`config.mk`:
```
export PLATFORM = sky130hd
export DESIGN_NAME = pipe_reg_flat
export DESIGN_NICKNAME = d
export VERILOG_FILES = /design/src/rtl/pipe_reg_if.sv /design/src/rtl/pipe_reg.sv /design/src/flat_wrapper.sv
export SDC_FILE = /design/constraint.sdc
export NUM_CORES = 1
export LEC_CHECK = 0
export ABC_AREA = 1
export CORE_MARGIN = 4
export CORE_UTILIZATION = 39
export CTS_CLUSTER_SIZE = 14
export DETAILED_ROUTE_END_ITERATION = 10
export GPL_ROUTABILITY_DRIVEN = 0
export PLACE_DENSITY = 0.76
export SKIP_CTS_REPAIR_TIMING = 1
export SLEW_MARGIN = 20
export SYNTH_ARGS = -nofsm -noshare
export SYNTH_HDL_FRONTEND = slang
export SYNTH_SLANG_ARGS = --single-unit
```
`constraint.sdc`:
```
create_clock -name clk -period 1.47 [get_ports clk]
set_clock_uncertainty 0.05 [all_clocks]
set_input_delay 0.2205 -clock clk [delete_from_list [all_inputs] [get_ports clk]]
set_output_delay 0.2205 -clock clk [all_outputs]
set_load 0.01 [all_outputs]
```
`src/rtl/pipe_reg_if.sv`:
```
// Handshake bundle between an upstream producer, a pipe_reg stage and its downstream consumer.
// Valid/ready: a beat moves on a rising edge exactly when valid and ready are both high.
interface pipe_reg_if #(
  parameter int N = 16
);
  logic         in_valid;
  logic         in_ready;
  logic [N-1:0] in_data;
  logic         out_valid;
  logic         out_ready;
  logic [N-1:0] out_data;

  // master: the environment around the stage (drives upstream beats, consumes downstream beats)
  modport master (
    output in_valid, in_data, out_ready,
    input  in_ready, out_valid, out_data
  );

  // slave: the pipeline stage itself
  modport slave (
    input  in_valid, in_data, out_ready,
    output in_ready, out_valid, out_data
  );
endinterface

```
`src/rtl/pipe_reg.sv`:
```
// Pipeline-stage register with valid/ready handshake, synchronous flush and BUBBLE (NOP) fill.
// Define PIPE_REG_SKID_EN to add a skid entry, which makes in_ready a registered output.
module pipe_reg #(
  parameter int           N      = 16,
  parameter logic [N-1:0] BUBBLE = '0
) (
  input  logic        clk,
  input  logic        reset,
  input  logic        flush,
  pipe_reg_if.slave   bus,
  output logic [1:0]  level
);

  // State encoding equals the number of held beats, so level doubles as the FSM debug view.
  localparam logic [1:0] ST_EMPTY = 2'd0;
  localparam logic [1:0] ST_FULL  = 2'd1;
`ifdef PIPE_REG_SKID_EN
  localparam logic [1:0] ST_SKID  = 2'd2;
`endif

  logic [1:0]   r_state;
  logic [N-1:0] r_main;
  logic         w_out_valid;
  logic         w_accept;
  logic         w_pop;

  assign w_out_valid   = (r_state != ST_EMPTY);
  assign bus.out_valid = w_out_valid;
  assign bus.out_data  = r_main;
  assign w_accept      = bus.in_valid & bus.in_ready;
  assign w_pop         = w_out_valid & bus.out_ready;

`ifdef PIPE_REG_SKID_EN
  logic [N-1:0] r_skid;
  logic         r_in_ready;

  // Only reset is gated in, so there is no out_ready -> in_ready combinational path.
  assign bus.in_ready = r_in_ready & ~reset;
  assign level        = r_state;
`else
  assign bus.in_ready = ~reset & (~w_out_valid | bus.out_ready);
  assign level        = {1'b0, r_state[0]};
`endif

  always_ff @(posedge clk) begin
    if (reset || flush) begin
      r_state    <= ST_EMPTY;
      r_main     <= BUBBLE;
`ifdef PIPE_REG_SKID_EN
      r_skid     <= BUBBLE;
      r_in_ready <= 1'b1;
`endif
    end else begin
      case (r_state)
        ST_EMPTY: begin
          if (w_accept) begin
            r_main  <= bus.in_data;
            r_state <= ST_FULL;
          end
        end
        ST_FULL: begin
          if (w_accept && w_pop) begin
            r_main <= bus.in_data;
`ifdef PIPE_REG_SKID_EN
          end else if (w_accept) begin
            r_skid     <= bus.in_data;
            r_state    <= ST_SKID;
            r_in_ready <= 1'b0;
`endif
          end else if (w_pop) begin
            r_main  <= BUBBLE;
            r_state <= ST_EMPTY;
          end
        end
`ifdef PIPE_REG_SKID_EN
        ST_SKID: begin
          // The older beat leaves main; the skid beat moves up behind it.
          if (w_pop) begin
            r_main     <= r_skid;
            r_skid     <= BUBBLE;
            r_state    <= ST_FULL;
            r_in_ready <= 1'b1;
          end
        end
`endif
        default: begin
          r_state <= ST_EMPTY;
          r_main  <= BUBBLE;
        end
      endcase
    end
  end

endmodule
```
`src/flat_wrapper.sv`:
```
// flat-port wrapper written by rule: the top's interface ports become plain ports
module pipe_reg_flat 
#(
  parameter int           N      = 16,
  parameter logic [N-1:0] BUBBLE = '0
)
  (clk, reset, flush, level, bus_in_valid, bus_in_data, bus_out_ready, bus_in_ready, bus_out_valid, bus_out_data);
  pipe_reg_if #(.N(N)) bus_i ();
  input  logic clk;
  input  logic reset;
  input  logic flush;
  output logic [1:0] level;
  input wire logic [$bits(bus_i.in_valid)-1:0] bus_in_valid;
  input wire logic [$bits(bus_i.in_data)-1:0] bus_in_data;
  input wire logic [$bits(bus_i.out_ready)-1:0] bus_out_ready;
  output wire logic [$bits(bus_i.in_ready)-1:0] bus_in_ready;
  output wire logic [$bits(bus_i.out_valid)-1:0] bus_out_valid;
  output wire logic [$bits(bus_i.out_data)-1:0] bus_out_data;
  assign bus_i.in_valid = bus_in_valid;
  assign bus_i.in_data = bus_in_data;
  assign bus_i.out_ready = bus_out_ready;
  assign bus_in_ready = bus_i.in_ready;
  assign bus_out_valid = bus_i.out_valid;
  assign bus_out_data = bus_i.out_data;
  pipe_reg #(.N(N), .BUBBLE(BUBBLE)) u_core (.clk(clk), .reset(reset), .flush(flush), .bus(bus_i), .level(level));
endmodule
```
==> flow_summary.ini <==
[die]
start_util_pct = 41.5
rows = 16
die_y_um = 53.9
die_w_um = 53.9
core_um2 = 1980
ios = 41
dieArea_um2 = 2910

[power_and_ir_drop]
finalPower_mw = 0.924
powerDensity_nw_per_um2 = 662
swShare_pct = 26.3
power_frac_comb_pct = 20.7
vdd_drop_max_mv = 0.599
p_int_mw = 0.681
clkPwrFrac_pct = 27.7
power_switching_mw = 0.243
power_leakage_nw = 0.803
pwr-share-seq_pct = 51.5

[synthesis]
yosysWarningCount = 0
synthCells = 86
synth_top_cell_by_area = dfxtp_1
mappedNetlistArea_um2 = 823
synth_top_area_share_pct = 41.3
synth_area_per_cell_um2 = 9.57
synth_nets = 107
synth_seq_area_share_pct = 41.3
ys_top_cells_by_area = dfxtp_1 (41%), nand4_1 (12%), nand3_2 (11%)
synth_seq_cells = 17
synth_cell_types = 18

[timing]
period_share_pct = 92.9
report.final.slew_viol_count = 0
min_period_ns = 1.37
rsz0062_at_grt = no
finalSetupViolCount = 0
whs_ns = 0.425
final_hold_viol_count = 0
fmax_ghz = 0.732

[placed_design]
place_inst = 154
dpl.hpwl_um = 1560
placed_area_um2 = 1320
port_buffers = 39

[cts]
clock_latency_ns = 0.29
cts_buffers = 3
clk_path_buf_depth = 2
cts_tree = done
htreeDepth = 1
clock-sinks = 17
clk_pin_slew_ns = 0.11
cts-root-buf = clkbuf_4

[finish]
layout_common_cells = clkdlybuf4s50_1 (20), dlymetal6s2s_1 (19), nand4_1 (16), dfxtp_1 (16)
fillCellCount = 143
final_cell_area_um2 = 1400
final_layout_size_suffix_gt1_share_pct = 28.2
area_growth_pct = 69.5
finalNonFillerCells = 158
antennaDiodeCount = 0
nNetsFinal = 153
layout_commonest_cell = clkdlybuf4s50_1

[grt]
first_global_vias = 807
antenna_found_initial = 0
track_usage_pct = 15.6
globalRouteOverflowTotal = 0
grt_pass1_wl_um = 3350
grt_max_degree = 18

[critical_path]
r2r-end = u_core.bus.out_data[13]
rr_startpoint = u_core.r_state[0]
reg2reg_slack_ns = 0.37
slowest_stage = clkdlybuf4s50_1
cp-start-kind = input port
cp.arrival_ns = 1.09
reg2reg_depth = 4
crit_path_end_kind = primary output
slowest_delay_ns = 0.47
path_max_fanout = 2
path_cells = clkdlybuf4s50_1, inv_1, a21oi_1, dlymetal6s2s_1
worstSetupPathType = input port to primary output
required_ns = 1.20

[run]
drv_cap = 0

[route]
drtIter0Drc = 6
vias = 807
first_pass_iters = 4
drcViolationCount = 0
routedWlPerCell_um = 13.7
postRouteAntennaNets = 0
totalWireLength_um = 2170
via_per_inst = 5.11

[worst_hold_path]
min_path_cells = 2
hold_end = u_core.bus.out_data[4]
min-delay-start = u_core.bus.out_data[4]
hp-class = register to register

[run_status]
status = finished clean
Yosys cell counts:
cell,n
conb_1,1
dfxtp_1,17
nand3_4,1
inv_1,3
inv_2,1
a21oi_1,8
nand3_2,9
buf_4,2
buf_12,1
nand4_1,16
nor2_1,1
buf_2,3
a21oi_2,9
nand3_1,7
nand2_1,3
clkbuf_4,2
nand2_4,1
buf_6,1
power groups by stage:
stage | clock network [mW] | registers (mW) | logic, mW
final | 0.256 | 0.476 | 0.192
after floorplan | 0 | 0.493 | 0.0785
after detailed placement | 0 | 0.488 | 0.194
after CTS | 0.264 | 0.478 | 0.195
after global placement | 0 | 0.488 | 0.192
after global routing | 0.281 | 0.478 | 0.204
worst max-delay path: cells and delay by family:
| family | cells | cell delay, ns |
|---|---|---|
| AOI/OAI and AO/OA | 1 | 0.15 |
| buffers and inverters | 3 | 0.72 |
metal layers:
| layer | part of all wire [%] | wire (um) | global-route usage (%) | up-vias |
|---|---|---|---|---|
| met5 | 0 | 0 | 0 | - |
| met4 | 0 | 0 | 2.55 | 0 |
| met3 | 7.9 | 172 | 4.43 | 0 |
| met2 | 48 | 1040 | 29.0 | 29 |
| met1 | 44 | 953 | 17.7 | 379 |
| li1 | - | - | - | 399 |
layout make-up:
type,count,area [um2],share of cell area (%)
clock inverter,1,5.00,0.359
tap,27,33.8,2.42
timing repair buffer,50,583,41.8
multi-input combinational,56,392,28.1
clock buffer,3,22.5,1.61
inverter,4,15.0,1.08
sequential,17,344,24.7
cell families (layout without fill, tap and decap cells):
family          count (synthesis)  in the layout  share of synthesized area [%]
flops                          17             17                           41.3
other cells                     1              1                          0.455
simple gates                   38             38                           32.7
compound gates                 17             17                           14.4
buf+inv                        13             58                           11.1
through the flow:
step                      utilization, %  TNS, ns  setup WS, ns
after floorplan                        -        0         0.347
after global placement              66.4    -1.94        -0.193
after detailed placement            66.4    -2.04        -0.235
after CTS                           67.8   -0.504        -0.238
after global routing                70.4        0        0.0399
final                               70.4        0         0.105
how the worst max path moves through the flow:
stage / startpoint / to / slack [ns] / cells after the start
4_1_cts: bus_out_ready / bus_in_ready / -0.24 / 4
2_1_floorplan: u_core.r_state[0] / u_core.bus.out_data[14] / 0.35 / 4
6_report: bus_out_ready / bus_in_ready / 0.10 / 4
5_1_grt: bus_out_ready / bus_in_ready / 0.04 / 4
3_5_place_dp: bus_out_ready / bus_in_ready / -0.24 / 4
3_3_place_gp: bus_out_ready / bus_in_ready / -0.19 / 4
sequential cells by signal, indices dropped and copies added (netlist names):
signal and count:
u_core.bus.out_data 16, u_core.r_state 1
Power figures use the tool's default switching activity.
